### src/rtl/trax_pkg.sv
// Shared Trax definitions: tile codes, move-word layout and turn-sequencer states.
package trax_pkg;

  localparam int MOVE_W = 22;

  localparam logic [1:0] TILE_PLUS   = 2'b01;
  localparam logic [1:0] TILE_SLASH  = 2'b10;
  localparam logic [1:0] TILE_BSLASH = 2'b11;

  localparam int TILE_HI = 21;
  localparam int TILE_LO = 20;
  localparam int COL_HI  = 19;
  localparam int COL_LO  = 10;
  localparam int ROW_HI  = 9;
  localparam int ROW_LO  = 0;

  localparam int ROUND_W = 10;

  typedef enum logic [3:0] {
    S_IDLE       = 4'd0,
    S_OPP_APPLY  = 4'd1,
    S_OPP_AC     = 4'd2,
    S_OPP_COMMIT = 4'd3,
    S_CHOOSE     = 4'd4,
    S_OWN_APPLY  = 4'd5,
    S_OWN_AC     = 4'd6,
    S_OWN_COMMIT = 4'd7,
    S_SEND       = 4'd8,
    S_DEAD       = 4'd9
  } seq_state_e;

endpackage

### src/rtl/trax_seq_watchdog.sv
// Engine-wait watchdog: counts cycles spent waiting for a done and flags the limit.
module trax_seq_watchdog #(
  parameter int TIMEOUT_CYC = 4096
) (
  input  logic clk,
  input  logic reset,
  input  logic clr_i,
  input  logic run_i,
  output logic timeout_o
);

  logic [15:0] cnt_q, cnt_d;

  always_comb begin
    cnt_d = cnt_q;
    if (clr_i) begin
      cnt_d = '0;
    end else if (run_i && (cnt_q != 16'hFFFF)) begin
      cnt_d = cnt_q + 16'd1;
    end
  end

  always_ff @(posedge clk) begin
    if (reset) begin
      cnt_q <= '0;
    end else begin
      cnt_q <= cnt_d;
    end
  end

  // Fires on the TIMEOUT_CYC-th consecutive wait cycle.
  assign timeout_o = run_i && (cnt_q == 16'(TIMEOUT_CYC - 1));

endmodule

### src/rtl/trax_turn_sequencer.sv
// Turn-level controller driving the Trax board engines through start/done handshakes.
// Optional engine-wait watchdog enabled by defining TRAX_SEQ_TIMEOUT_EN.
module trax_turn_sequencer
  import trax_pkg::*;
#(
  parameter int MOVE_W        = trax_pkg::MOVE_W,
  parameter int MAX_AC_PASSES = 16,
  parameter int TIMEOUT_CYC   = 4096
) (
  input  logic              clk,
  input  logic              reset,
  input  logic              rx_valid,
  input  logic [MOVE_W-1:0] rx_move,
  input  logic              color,
  output logic              apply_start,
  output logic [MOVE_W-1:0] apply_move,
  input  logic              apply_done,
  output logic              ac_start,
  input  logic              ac_done,
  input  logic              ac_changed,
  output logic              commit_start,
  input  logic              commit_done,
  output logic              choose_start,
  input  logic              choose_done,
  input  logic [7:0]        choose_cnt,
  input  logic [MOVE_W-1:0] choose_move,
  output logic              tx_start,
  output logic [MOVE_W-1:0] tx_move,
  output logic              busy,
  output logic [9:0]        round,
  output logic [1:0]        err
);

  localparam int PASS_W = $clog2(MAX_AC_PASSES + 1);
  localparam logic [MOVE_W-1:0] OPENER = {TILE_PLUS, {(MOVE_W-2){1'b0}}};

  seq_state_e          state_q, state_d;
  logic                entry_q, entry_d;
  logic [PASS_W-1:0]   pass_q, pass_d;
  logic [ROUND_W-1:0]  round_q, round_d;
  logic [1:0]          err_q, err_d;
  logic [MOVE_W-1:0]   apply_move_q, apply_move_d;
  logic [MOVE_W-1:0]   tx_move_q, tx_move_d;
  logic                engine_st, wait_st;

  function automatic logic [ROUND_W-1:0] sat_inc_round(input logic [ROUND_W-1:0] v);
    return (v == {ROUND_W{1'b1}}) ? v : v + ROUND_W'(1);
  endfunction

  assign engine_st = (state_q == S_OPP_APPLY) || (state_q == S_OWN_APPLY) ||
                     (state_q == S_OPP_AC)    || (state_q == S_OWN_AC)    ||
                     (state_q == S_OPP_COMMIT)|| (state_q == S_OWN_COMMIT)||
                     (state_q == S_CHOOSE);
  // The entry cycle carries the start pulse; done is only honoured afterwards.
  assign wait_st   = engine_st && !entry_q;

`ifdef TRAX_SEQ_TIMEOUT_EN
  logic timeout;

  trax_seq_watchdog #(
    .TIMEOUT_CYC (TIMEOUT_CYC)
  ) u_watchdog (
    .clk       (clk),
    .reset     (reset),
    .clr_i     (engine_st && entry_q),
    .run_i     (wait_st),
    .timeout_o (timeout)
  );
`endif

  always_comb begin
    state_d      = state_q;
    entry_d      = 1'b0;
    pass_d       = pass_q;
    round_d      = round_q;
    err_d        = err_q;
    apply_move_d = apply_move_q;
    tx_move_d    = tx_move_q;

    if (rx_valid && (state_q != S_IDLE)) begin
      err_d[0] = 1'b1;
    end

    case (state_q)
      S_IDLE: begin
        if (rx_valid) begin
          entry_d = 1'b1;
          if ((round_q == '0) && !color) begin
            apply_move_d = OPENER;
            tx_move_d    = OPENER;
            state_d      = S_OWN_APPLY;
          end else begin
            apply_move_d = rx_move;
            state_d      = S_OPP_APPLY;
          end
        end
      end
      S_OPP_APPLY, S_OWN_APPLY: begin
        if (!entry_q && apply_done) begin
          entry_d = 1'b1;
          pass_d  = '0;
          state_d = (state_q == S_OPP_APPLY) ? S_OPP_AC : S_OWN_AC;
        end
      end
      S_OPP_AC, S_OWN_AC: begin
        if (!entry_q && ac_done) begin
          if (ac_changed) begin
            if (pass_q == PASS_W'(MAX_AC_PASSES - 1)) begin
              state_d  = S_DEAD;
              err_d[1] = 1'b1;
            end else begin
              pass_d  = pass_q + PASS_W'(1);
              entry_d = 1'b1;
            end
          end else begin
            entry_d = 1'b1;
            state_d = (state_q == S_OPP_AC) ? S_OPP_COMMIT : S_OWN_COMMIT;
          end
        end
      end
      S_OPP_COMMIT, S_OWN_COMMIT: begin
        if (!entry_q && commit_done) begin
          entry_d = 1'b1;
          state_d = (state_q == S_OPP_COMMIT) ? S_CHOOSE : S_SEND;
        end
      end
      S_CHOOSE: begin
        if (!entry_q && choose_done) begin
          if (choose_cnt == 8'd0) begin
            state_d  = S_DEAD;
            err_d[1] = 1'b1;
          end else begin
            apply_move_d = choose_move;
            tx_move_d    = choose_move;
            entry_d      = 1'b1;
            state_d      = S_OWN_APPLY;
          end
        end
      end
      S_SEND: begin
        round_d = sat_inc_round(round_q);
        state_d = S_IDLE;
      end
      default: begin
        state_d = S_DEAD;
      end
    endcase

`ifdef TRAX_SEQ_TIMEOUT_EN
    if (timeout) begin
      state_d  = S_DEAD;
      entry_d  = 1'b0;
      err_d[1] = 1'b1;
    end
`endif
  end

  always_ff @(posedge clk) begin
    if (reset) begin
      state_q      <= S_IDLE;
      entry_q      <= 1'b0;
      pass_q       <= '0;
      round_q      <= '0;
      err_q        <= '0;
      apply_move_q <= '0;
      tx_move_q    <= '0;
    end else begin
      state_q      <= state_d;
      entry_q      <= entry_d;
      pass_q       <= pass_d;
      round_q      <= round_d;
      err_q        <= err_d;
      apply_move_q <= apply_move_d;
      tx_move_q    <= tx_move_d;
    end
  end

  assign apply_start  = entry_q && ((state_q == S_OPP_APPLY)  || (state_q == S_OWN_APPLY));
  assign ac_start     = entry_q && ((state_q == S_OPP_AC)     || (state_q == S_OWN_AC));
  assign commit_start = entry_q && ((state_q == S_OPP_COMMIT) || (state_q == S_OWN_COMMIT));
  assign choose_start = entry_q && (state_q == S_CHOOSE);
  assign tx_start     = (state_q == S_SEND);
  assign busy         = (state_q != S_IDLE) && (state_q != S_DEAD);
  assign apply_move   = apply_move_q;
  assign tx_move      = tx_move_q;
  assign round        = round_q;
  assign err          = err_q;

endmodule

### config.mk
export PLATFORM = sky130hd
export DESIGN_NAME = trax_turn_sequencer
export DESIGN_NICKNAME = d
export VERILOG_FILES = /design/src/rtl/trax_pkg.sv /design/src/rtl/trax_seq_watchdog.sv /design/src/rtl/trax_turn_sequencer.sv
export SDC_FILE = /design/constraint.sdc
export NUM_CORES = 1
export LEC_CHECK = 0
export ABC_CLOCK_PERIOD_IN_PS = 2300
export CAP_MARGIN = 10
export CORE_AREA = 5 5 94 96
export CTS_BUF_LIST = sky130_fd_sc_hd__clkbuf_8
export DETAILED_ROUTE_END_ITERATION = 7
export DIE_AREA = 0 0 99 101
export PLACE_DENSITY = 0.81
export RECOVER_POWER = 100
export SLEW_MARGIN = 20
export SYNTH_ARGS = -nofsm -noshare
export SYNTH_HDL_FRONTEND = slang
export SYNTH_SLANG_ARGS = --single-unit
export TNS_END_PERCENT = 1
### constraint.sdc
create_clock -name clk -period 2.3 [get_ports clk]
set_input_delay 0.23 -clock clk [delete_from_list [all_inputs] [get_ports clk]]
set_output_delay 0.23 -clock clk [all_outputs]
set_load 0.005 [all_outputs]
==> results.cfg <==
[finish]
drive_above_1_share = 0.106
layout_common_cells = dfxtp_1 (64), clkdlybuf4s50_1 (64), dlygate4sd3_1 (56)
antenna_cells = 0
syn_to_final_growth_pct = 45.4
fin_nets = 608
fill_cells = 639
seq_area_um2 = 1320
multi_input_area_um2 = 2070

[yosys]
synth-async-reset-ratio = 0
synth_area_leaders = dfxtp_1 (37%), a211oi_1 (9.4%), nand3_1 (6.5%)
synth_flop_cell = dfxtp_1
yosysWarningCount = 0
synth_edf_count = 0
avgSynthCellArea_um2 = 8.55
syn_area_um2 = 3600
synthCells = 421
ys_ff_latch = 66
yosysTopAreaCell = dfxtp_1
yosysTopAreaCellShare = 0.367
synth_cell_types = 61
yosysSeqAreaShare = 0.367
syn-num-nets = 486

[setup_path]
worst_ep_required_time_ps = 2070
cp-startpoint = state_q[0]
crit_cells = 3
ff2ff_path_depth = 5
cp.arrival_ps = 1920
critical_path.slowest_cell = clkdlybuf4s50_1
r2r_start = state_q[2]
cp_max_fo = 14
worstPathCellList = buf_4 -> nor4b_4 -> clkdlybuf4s50_1
r2r_slack_ps = 160
cp-start-kind = register
regToRegEndpoint = tx_move[20]
cp-end-kind = output port
critPathTopFamily = buffers and inverters
slowest_delay_ps = 580
crit_end = tx_start
crit_buf_inv = 2
crit_type = register to output port

[drt]
num_vias = 3899
first_iter_violations = 233
finalWirelength_um = 11700
detail-route-antenna-nets = 0
wl_per_cell_um = 17.9
drc = 0
via_per_inst = 5.97
dr.pass1.iters = 6

[power_and_ir_drop]
ir_drop_mv = 0.452
power_leakage_nw = 2.03
power_density_nw_per_um2 = 928

[global_routing]
use_met2 = 0.381
grt_pass1_wl_um = 18900
gr-usage-all-layers = 0.232
grt_start_max_net_pins = 44
grt_overflow = 0
grt-busiest-layer = met2
grt_antenna_before_repair = 0
met3_usage = 0.0498
grt_use_met1 = 0.295
grt_pass1_vias = 3909

[cts]
cts_tree = yes
cts_buffers = 9
cts.htree.levels = 3
insertion_delay_ps = 340
clockRootBuffer = clkbuf_8
clockBufferDepth = 2
cts_sinks = 66
clk_pin_slew_ps = 80

[outcome]
status = complete, no violations

[timing]
period_minus_slack_ps = 2150
setup_viol = 0
tns_ps = 0
grt_setup_unrepaired = no
fmax_ghz = 0.465
finalHoldViolations = 0
skew_ps = 6.52
drv_slew = 0
setup_slack_ps = 151
worst_pin_slew_ps = 1080
relSlewSlack = 0.275
fin_crit_sh = 0.934

[min_path]
hold_path_startpoint = reset
hold_path.class = primary input to register

[floorplanning]
rows = 33
die_area_um2 = 10000
die_height_um = 101
die_w_um = 99
ios = 123
coreArea_um2 = 7970
start_util = 0.452

[job]
maxCapViolCount = 0

[placed_design]
portBuffers = 122
dp_hpwl_um = 8340
routabilityCongestion = 0.859
place_ws_ps = 80.6
-- synthesized netlist by cell type (5+ instances only) --
cell	number
buf_4	6
nand2_1	10
a211oi_1	45
o21ai_0	29
nand2b_1	5
a21oi_1	13
clkbuf_1	25
nor2_1	12
and3_1	5
nand4_1	24
nor2b_1	24
a22oi_1	21
or4_1	8
nand3_1	47
dfxtp_1	66
buf_2	8
-- power by group --
group	switching [mW]	internal [mW]	total, mW
Clock	0.481	0.642	1.12
Combinational	1.10	1.03	2.13
Sequential	0.178	1.43	1.61
-- kinds of logic (layout without fill, tap and decap cells) --
| kind of cell | Yosys count | after routing | share of synthesized area |
|---|---|---|---|
| buffers and inverters | 47 | 174 | 0.0605 |
| adders and majority gates | 4 | 4 | 0.0139 |
| AOI/OAI and AO/OA | 136 | 136 | 0.270 |
| DFF | 66 | 66 | 0.367 |
| xor gates and xnor gates | 5 | 5 | 0.0122 |
| and+or+nand+nor | 160 | 160 | 0.268 |
| muxes | 3 | 3 | 0.00834 |
-- how the worst min path moves through the flow --
stage                end  slack, ps  depth (start not counted)
6_report        round[3]        280                          2
5_1_grt         round[6]        290                          2
4_1_cts         round[4]        270                          2
3_5_place_dp   pass_q[4]        470                          2
3_3_place_gp      err[1]        450                          1
2_1_floorplan     err[0]        370                          2
-- what timing repair did --
| item | CTS | global route |
|---|---|---|
| hold buffers | 0 | 0 |
| cloned | 0 | 0 |
| pin swaps | 1 | 1 |
| setup buffers | 2 | 0 |
| endpoints found under the setup margin | 2 | 24 |
| resized for setup | 2 | 3 |
-- registers in the layout (all words and copies together) (netlist names) --
name	cells
pass_q	5
round	10
tx_move	22
apply_move	22
state_q	4
entry_q	1
err	2
-- area by class of cell --
cell class                 count  share of cell area
clock buffer                  10              0.0263
clock inverter                 6              0.0170
inverter                       5             0.00359
multi-input combinational    308               0.396
sequential                    66               0.253
tap                          105              0.0251
timing repair buffer         153               0.279
-- layer usage --
metal / part of all wire / routed length (um)
met1: 0.42 / 4880
met2: 0.48 / 5640
met3: 0.079 / 925
met4: 0.020 / 231
met5: 0 / 0
-- metrics by stage --
stage | cell area, um^2 | total power [mW] | instances | util | hold WS [ps]
after CTS | 5260 | 5.00 | 653 | 0.660 | 269
after global routing | 5230 | 5.12 | 653 | 0.657 | 289
after floorplan | 3600 | 2.77 | 421 | - | 369
after global placement | 5010 | 3.80 | 635 | 0.629 | 448
after detailed placement | 5010 | 3.84 | 635 | 0.629 | 473
final | 5230 | 4.85 | 653 | 0.657 | 278
(Power assumes the default switching activity.)
